--- config.mk ---
export PLATFORM = sky130hd
export DESIGN_NAME = ldpc_3gpp_enc_reg_sched_flat
export DESIGN_NICKNAME = d
export VERILOG_FILES = /design/src/rtl/ldpc_3gpp_enc_reg_sched_pkg.sv /design/src/rtl/ldpc_3gpp_enc_reg_sched_if.sv /design/src/rtl/ldpc_3gpp_enc_rr_arb2.sv /design/src/rtl/ldpc_3gpp_enc_reg_sched.sv /design/src/flat_wrapper.sv
export SDC_FILE = /design/constraint.sdc
export NUM_CORES = 1
export LEC_CHECK = 0
export CAP_MARGIN = 20
export CORE_AREA = 2 2 58 60
export CTS_CLUSTER_SIZE = 24
export DETAILED_ROUTE_END_ITERATION = 8
export DIE_AREA = 0 0 60 62
export HOLD_SLACK_MARGIN = 0.02
export PLACE_DENSITY = 0.65
export SYNTH_ARGS = -nofsm -noshare
export SYNTH_HDL_FRONTEND = slang
export SYNTH_HIERARCHICAL = 1
export SYNTH_SLANG_ARGS = --single-unit
--- constraint.sdc ---
create_clock -name iclk -period 3.2 [get_ports iclk]
set_input_delay 0.64 -clock iclk [delete_from_list [all_inputs] [get_ports iclk]]
set_output_delay 0.64 -clock iclk [all_outputs]
set_load 0.02 [all_outputs]
--- src/rtl/ldpc_3gpp_enc_reg_sched_pkg.sv ---
// Shared encoder types for the matrix-register sequencer: FSM/burst encodings
// and the read latency of the sequenced single-port register.
package ldpc_3gpp_enc_reg_sched_pkg;

   typedef enum logic [1:0] {
      ST_IDLE  = 2'd0,
      ST_WRITE = 2'd1,
      ST_READ  = 2'd2
   } state_t;

   typedef enum logic {
      BURST_WR = 1'b0,
      BURST_RD = 1'b1
   } burst_t;

   localparam int REG_LAT_BASE = 3;

   // register read latency in ticks for a given extra pipeline depth
   function automatic int reg_rd_lat(input int pipe);
      return REG_LAT_BASE + pipe;
   endfunction

endpackage

--- src/rtl/ldpc_3gpp_enc_reg_sched_if.sv ---
// Request/grant and strobe bundle between the sequencer and its clients.
interface ldpc_3gpp_enc_reg_sched_if #(
   parameter int pADDR_W = 8
);
   logic [pADDR_W-1:0] ilen;
   logic               iwr_req;
   logic               ird_req;
   logic               owr_ack;
   logic               ord_ack;
   logic               owrite;
   logic               owstart;
   logic               oread;
   logic               orstart;
   logic               owr_done;
   logic               ord_done;
   logic               obusy;

   modport master (
      output ilen, iwr_req, ird_req,
      input  owr_ack, ord_ack, owrite, owstart, oread, orstart,
             owr_done, ord_done, obusy
   );

   modport slave (
      input  ilen, iwr_req, ird_req,
      output owr_ack, ord_ack, owrite, owstart, oread, orstart,
             owr_done, ord_done, obusy
   );
endinterface

--- src/rtl/ldpc_3gpp_enc_rr_arb2.sv ---
// Two-way round-robin arbiter: write vs read, write has priority after reset.
module ldpc_3gpp_enc_rr_arb2
   import ldpc_3gpp_enc_reg_sched_pkg::*;
(
   input  logic clk,
   input  logic rst_n,
   input  logic clkena,
   input  logic take,
   input  logic req_wr,
   input  logic req_rd,
   output logic gnt_wr,
   output logic gnt_rd
);

   burst_t prio;

   always_comb begin
      gnt_wr = 1'b0;
      gnt_rd = 1'b0;
      if (take) begin
         gnt_wr = req_wr & (~req_rd | (prio == BURST_WR));
         gnt_rd = req_rd & (~req_wr | (prio == BURST_RD));
      end
   end

   // after a grant the other type owns priority, so neither side can starve
   always_ff @(posedge clk or negedge rst_n) begin
      if (!rst_n) begin
         prio <= BURST_WR;
      end else if (clkena) begin
         if (gnt_wr)      prio <= BURST_RD;
         else if (gnt_rd) prio <= BURST_WR;
      end
   end

endmodule

--- src/rtl/ldpc_3gpp_enc_reg_sched.sv ---
// Burst sequencer for the single-port LDPC matrix register: arbitrates write
// and read bursts, generates strobes and tracks read data in flight.
module ldpc_3gpp_enc_reg_sched
   import ldpc_3gpp_enc_reg_sched_pkg::*;
#(
   parameter int pADDR_W = 8,
   parameter int pPIPE   = 0
)(
   input  logic                        iclk,
   input  logic                        ireset_n,
   input  logic                        iclkena,
   ldpc_3gpp_enc_reg_sched_if.slave    bus
);

   localparam int LAT = reg_rd_lat(pPIPE);

   state_t             state, state_nxt;
   logic [pADDR_W-1:0] cnt, cnt_nxt;
   logic [pADDR_W-1:0] len, len_nxt;
   logic [LAT-1:0]     done_pipe;
   logic               last, take, grant, rd_last;
   logic               gnt_wr, gnt_rd;

   assign last    = (state != ST_IDLE) && (cnt == len);
   assign rd_last = (state == ST_READ) && last;
   // grants are only taken from idle or on the final word (back-to-back)
   assign take    = iclkena & ireset_n & ((state == ST_IDLE) | last);
   assign grant   = gnt_wr | gnt_rd;

   ldpc_3gpp_enc_rr_arb2 u_arb (
      .clk    (iclk),
      .rst_n  (ireset_n),
      .clkena (iclkena),
      .take   (take),
      .req_wr (bus.iwr_req),
      .req_rd (bus.ird_req),
      .gnt_wr (gnt_wr),
      .gnt_rd (gnt_rd)
   );

   always_comb begin
      state_nxt = state;
      cnt_nxt   = cnt;
      len_nxt   = len;
      if (grant) begin
         state_nxt = gnt_wr ? ST_WRITE : ST_READ;
         cnt_nxt   = '0;
         len_nxt   = bus.ilen;
      end else if (last) begin
         state_nxt = ST_IDLE;
         cnt_nxt   = '0;
      end else if (state != ST_IDLE) begin
         cnt_nxt   = cnt + 1'b1;
      end
   end

   always_ff @(posedge iclk or negedge ireset_n) begin
      if (!ireset_n) begin
         state     <= ST_IDLE;
         cnt       <= '0;
         len       <= '0;
         done_pipe <= '0;
      end else if (iclkena) begin
         state     <= state_nxt;
         cnt       <= cnt_nxt;
         len       <= len_nxt;
         done_pipe <= {done_pipe[LAT-2:0], rd_last};
      end
   end

   assign bus.owr_ack  = gnt_wr;
   assign bus.ord_ack  = gnt_rd;
   assign bus.owrite   = (state == ST_WRITE);
   assign bus.owstart  = (state == ST_WRITE) && (cnt == '0);
   assign bus.owr_done = (state == ST_WRITE) && last;
   assign bus.oread    = (state == ST_READ);
   assign bus.orstart  = (state == ST_READ) && (cnt == '0);
   assign bus.ord_done = done_pipe[LAT-1];
   // each read burst owns its own bit in the pipe, so overlapping dones survive
   assign bus.obusy    = (state != ST_IDLE) || (|done_pipe);

endmodule
--- src/flat_wrapper.sv ---
// flat-port wrapper written by rule: the top's interface ports become plain ports
module ldpc_3gpp_enc_reg_sched_flat import ldpc_3gpp_enc_reg_sched_pkg::*;
#(
   parameter int pADDR_W = 8,
   parameter int pPIPE   = 0
)
  (iclk, ireset_n, iclkena, bus_ilen, bus_iwr_req, bus_ird_req, bus_owr_ack, bus_ord_ack, bus_owrite, bus_owstart, bus_oread, bus_orstart, bus_owr_done, bus_ord_done, bus_obusy);
  ldpc_3gpp_enc_reg_sched_if #(.pADDR_W(pADDR_W)) bus_i ();
  input  logic iclk;
  input  logic ireset_n;
  input  logic iclkena;
  input wire logic [$bits(bus_i.ilen)-1:0] bus_ilen;
  input wire logic [$bits(bus_i.iwr_req)-1:0] bus_iwr_req;
  input wire logic [$bits(bus_i.ird_req)-1:0] bus_ird_req;
  output wire logic [$bits(bus_i.owr_ack)-1:0] bus_owr_ack;
  output wire logic [$bits(bus_i.ord_ack)-1:0] bus_ord_ack;
  output wire logic [$bits(bus_i.owrite)-1:0] bus_owrite;
  output wire logic [$bits(bus_i.owstart)-1:0] bus_owstart;
  output wire logic [$bits(bus_i.oread)-1:0] bus_oread;
  output wire logic [$bits(bus_i.orstart)-1:0] bus_orstart;
  output wire logic [$bits(bus_i.owr_done)-1:0] bus_owr_done;
  output wire logic [$bits(bus_i.ord_done)-1:0] bus_ord_done;
  output wire logic [$bits(bus_i.obusy)-1:0] bus_obusy;
  assign bus_i.ilen = bus_ilen;
  assign bus_i.iwr_req = bus_iwr_req;
  assign bus_i.ird_req = bus_ird_req;
  assign bus_owr_ack = bus_i.owr_ack;
  assign bus_ord_ack = bus_i.ord_ack;
  assign bus_owrite = bus_i.owrite;
  assign bus_owstart = bus_i.owstart;
  assign bus_oread = bus_i.oread;
  assign bus_orstart = bus_i.orstart;
  assign bus_owr_done = bus_i.owr_done;
  assign bus_ord_done = bus_i.ord_done;
  assign bus_obusy = bus_i.obusy;
  ldpc_3gpp_enc_reg_sched #(.pADDR_W(pADDR_W), .pPIPE(pPIPE)) u_core (.iclk(iclk), .ireset_n(ireset_n), .iclkena(iclkena), .bus(bus_i));
endmodule
==> impl_metrics.py <==
metrics = {
    "min_path": {
        "worstHoldPathType": "reg -> reg",
    },
    "clocking": {
        "cts_tree": "built",
        "postCtsSetupBuffers": 0,
        "cts.sinks": 22,
        "cts_made_buffers": 3,
        "clock_latency_ps": 300,
        "cts_root_buffer": "clkbuf_4",
        "clk_pin_slew_worst_paths_ps": 120,
        "ctsHtreeMaxLevel": 1,
        "clockBufferDepth": 2,
    },
    "setup_path": {
        "criticalPathCategory": "reg -> out",
        "path_delay_family": "buffers and inverters",
        "critPathCaptureType": "output port",
        "crit_slowest_cell": "clkdlybuf4s50_1",
        "slowest_delay_ps": 600,
        "r2r_cells": 11,
        "r2r-start": "u_core/cnt[4]",
        "r2r-end": "u_core/cnt[6]",
        "cp_cell_sequence": "xnor2_1 -> nand4_1 -> nor2_1 -> buf_4 -> and2_1 -> clkdlybuf4s50_1",
        "startpoint_type": "flop",
        "crit_fanout": 6,
        "path_buf_inv": 2,
        "cp-startpoint": "u_core/cnt[4]",
        "critPathArrivalTime_ps": 2260,
        "cp.required_ps": 2560,
        "cp_num_cells": 6,
        "crit_end": "bus_owr_done",
        "reg2reg_slack_ps": 490,
    },
    "yosys": {
        "synthArstFlopShare_pct": 100,
        "seq_area_frac_synth_pct": 46.2,
        "synth_area_um2": 1190,
        "syn_nets": 128,
        "avgSynthCellArea_um2": 10.6,
        "yosys.cell_types.count": 34,
        "syn_inst": 113,
        "synthFlopType": "dfrtp_1",
        "ys_ff_latch": 22,
        "synth-edff-count": 0,
        "yosys_warnings": 6,
    },
    "floorplan": {
        "rows": 21,
        "floorplan.initialDensity_pct": 37.5,
        "core_um2": 3180,
        "die_area_um2": 3720,
        "fp.dieW_um": 60,
        "io_pins": 22,
        "fp.dieH_um": 62,
    },
    "route": {
        "via_per_inst": 4.98,
        "drc": 0,
        "detail_route.wirelength_mm": 2.42,
        "first_pass_iters": 4,
        "vias": 922,
        "ant_nets": 0,
        "post_drt_wl_per_cell_um": 13.1,
        "drt_iter0_drc": 21,
    },
    "pwr": {
        "vdd_drop_max_mv": 0.274,
        "p_leak_uw": 0.000696,
        "pwr-share-seq_pct": 45.8,
        "pwr-share-clk_pct": 20.4,
        "p_comb_share_pct": 33.8,
        "powerDensity_nw_per_um2": 676,
        "internal_power_uw": 685,
        "power_switching_uw": 352,
        "sw_frac_of_total_pct": 33.9,
    },
    "placed_design": {
        "gp_congestion": 0.743,
        "place.port_buffers": 21,
        "dp_hpwl_mm": 1.83,
    },
    "global_routing": {
        "overflow": 0,
        "grt_pass1_vias": 909,
        "antenna_found_initial": 0,
        "grt_start_max_net_pins": 23,
        "grt_pass1_wl_mm": 4.04,
        "grt_use_total_pct": 14.6,
    },
    "finish": {
        "n_antenna_cell": 0,
        "nets": 155,
        "drive_gt1_share_pct": 17.3,
        "area_growth_pct": 28.6,
        "fillers": 300,
    },
    "run": {
        "cap_violations": 0,
    },
    "timing": {
        "hold_viol": 0,
        "hold_slack_ps": 545,
        "layout_worst_path_cycle_share_pct": 90.8,
        "max-slew-margin-rel_pct": 57.6,
        "final_max_slew_viol_count": 0,
        "worst_slew_pin_slew_ps": 631,
        "finalSetupViolations": 0,
        "fin_crit_ps": 2900,
        "rsz0062_at_grt": "no",
        "max_freq_ghz": 0.344,
        "fin_skew_ps": 1.20,
        "finalSetupTns_ps": 0,
    },
    "outcome": {
        "status": "finished, final reports clean",
    },
}
==> flip-flops by register name (all words and copies together) (netlist names) <==
signal and count:
u_core/done_pipe 3, u_core/len 8, u_core/cnt 8, u_core/u_arb/prio 1, u_core/state 2
==> kinds of logic after synthesis <==
family                   count (synthesis)  share of synthesized area, %
AO/OA/AOI/OAI                           18                          10.7
buffers and inverters                    9                          3.67
adder cells (fa/ha/maj)                  2                          2.10
XOR/XNOR                                12                          8.81
flip-flops                              22                          46.2
multiplexers                            12                          11.1
AND/OR/NAND/NOR                         38                          17.4
==> metrics by stage <==
step	util [%]	total power (uW)	instances	area (um^2)	worst slack, ps
after floorplan	-	721	113	1190	282
after global routing	48.2	1120	185	1530	138
after detailed placement	46.4	834	181	1480	321
final	48.2	1040	185	1530	296
after CTS	48.1	1050	185	1530	18.2
after global placement	46.4	817	181	1480	426
==> layout by cell type, fill, tap and decap left out, types with 3 or more instances in the layout <==
master,count
a21oi_1,5
buf_4,6
clkbuf_4,3
clkdlybuf4s50_1,19
dfrtp_1,22
inv_1,4
mux2_2,10
nand2_1,7
nand4_1,4
nor2_1,6
nor3_1,8
o21ai_0,3
xnor2_1,11
==> power by group through the flow <==
stage | Combinational, uW | Clock, uW | Sequential [uW]
5_1_grt | 391 | 234 | 492
2_1_floorplan | 281 | 0 | 440
4_1_cts | 354 | 220 | 476
6_report | 350 | 211 | 475
3_5_place_dp | 350 | 0 | 484
3_3_place_gp | 340 | 0 | 477
==> timing repair <==
item                       in CTS  in global routing
hold buffers                    0                  0
resized for setup               0                  2
setup endpoints to repair       0                  2
==> metal layers <==
layer,GRT usage [%],vias to the layer above,wire [um],share of wire [%]
li1,-,456,-,-
met1,18.5,441,1090,45
met2,25.2,23,1210,50
met3,2.69,2,108,4.5
met4,4.76,0,17,0.70
met5,0,-,0,0
==> how the worst min path moves through the flow <==
stage | slack, ps | cells after the start | startpoint | endpoint
2_1_floorplan | 340 | 0 | ireset_n | u_core/cnt[0]
5_1_grt | 580 | 1 | u_core/done_pipe[2] | u_core/done_pipe[2]
3_5_place_dp | 520 | 1 | u_core/len[5] | u_core/len[5]
4_1_cts | 550 | 1 | u_core/len[5] | u_core/len[5]
6_report | 540 | 1 | u_core/len[5] | u_core/len[5]
3_3_place_gp | 510 | 1 | u_core/done_pipe[0] | u_core/done_pipe[1]
==> final cells by class <==
class	instances	area (um^2)	area share [%]
flip-flops and latches	22	551	35.9
clock inverters	1	30.0	1.96
well taps	46	57.6	3.75
clock buffers	3	22.5	1.47
inverters	4	15.0	0.979
multi-input cells	82	598	39.0
repair buffers	27	260	17.0
==> Yosys cell counts, types with 2 or more instances <==
master	n	area (um^2)
a21oi_1	5	25.0
a31oi_1	2	12.5
and3_1	2	12.5
buf_2	2	10.0
clkbuf_1	2	7.51
dfrtp_1	22	551
ha_1	2	25.0
inv_1	4	15.0
mux2_2	10	113
mux2i_1	2	20.0
nand2_1	7	26.3
nand3_1	2	10.0
nand4_1	4	25.0
nor2_1	6	22.5
nor2b_1	2	12.5
nor3_1	8	40.0
o21ai_0	3	15.0
o22ai_1	2	12.5
xnor2_1	11	96.3
(Power assumes the default switching activity.)
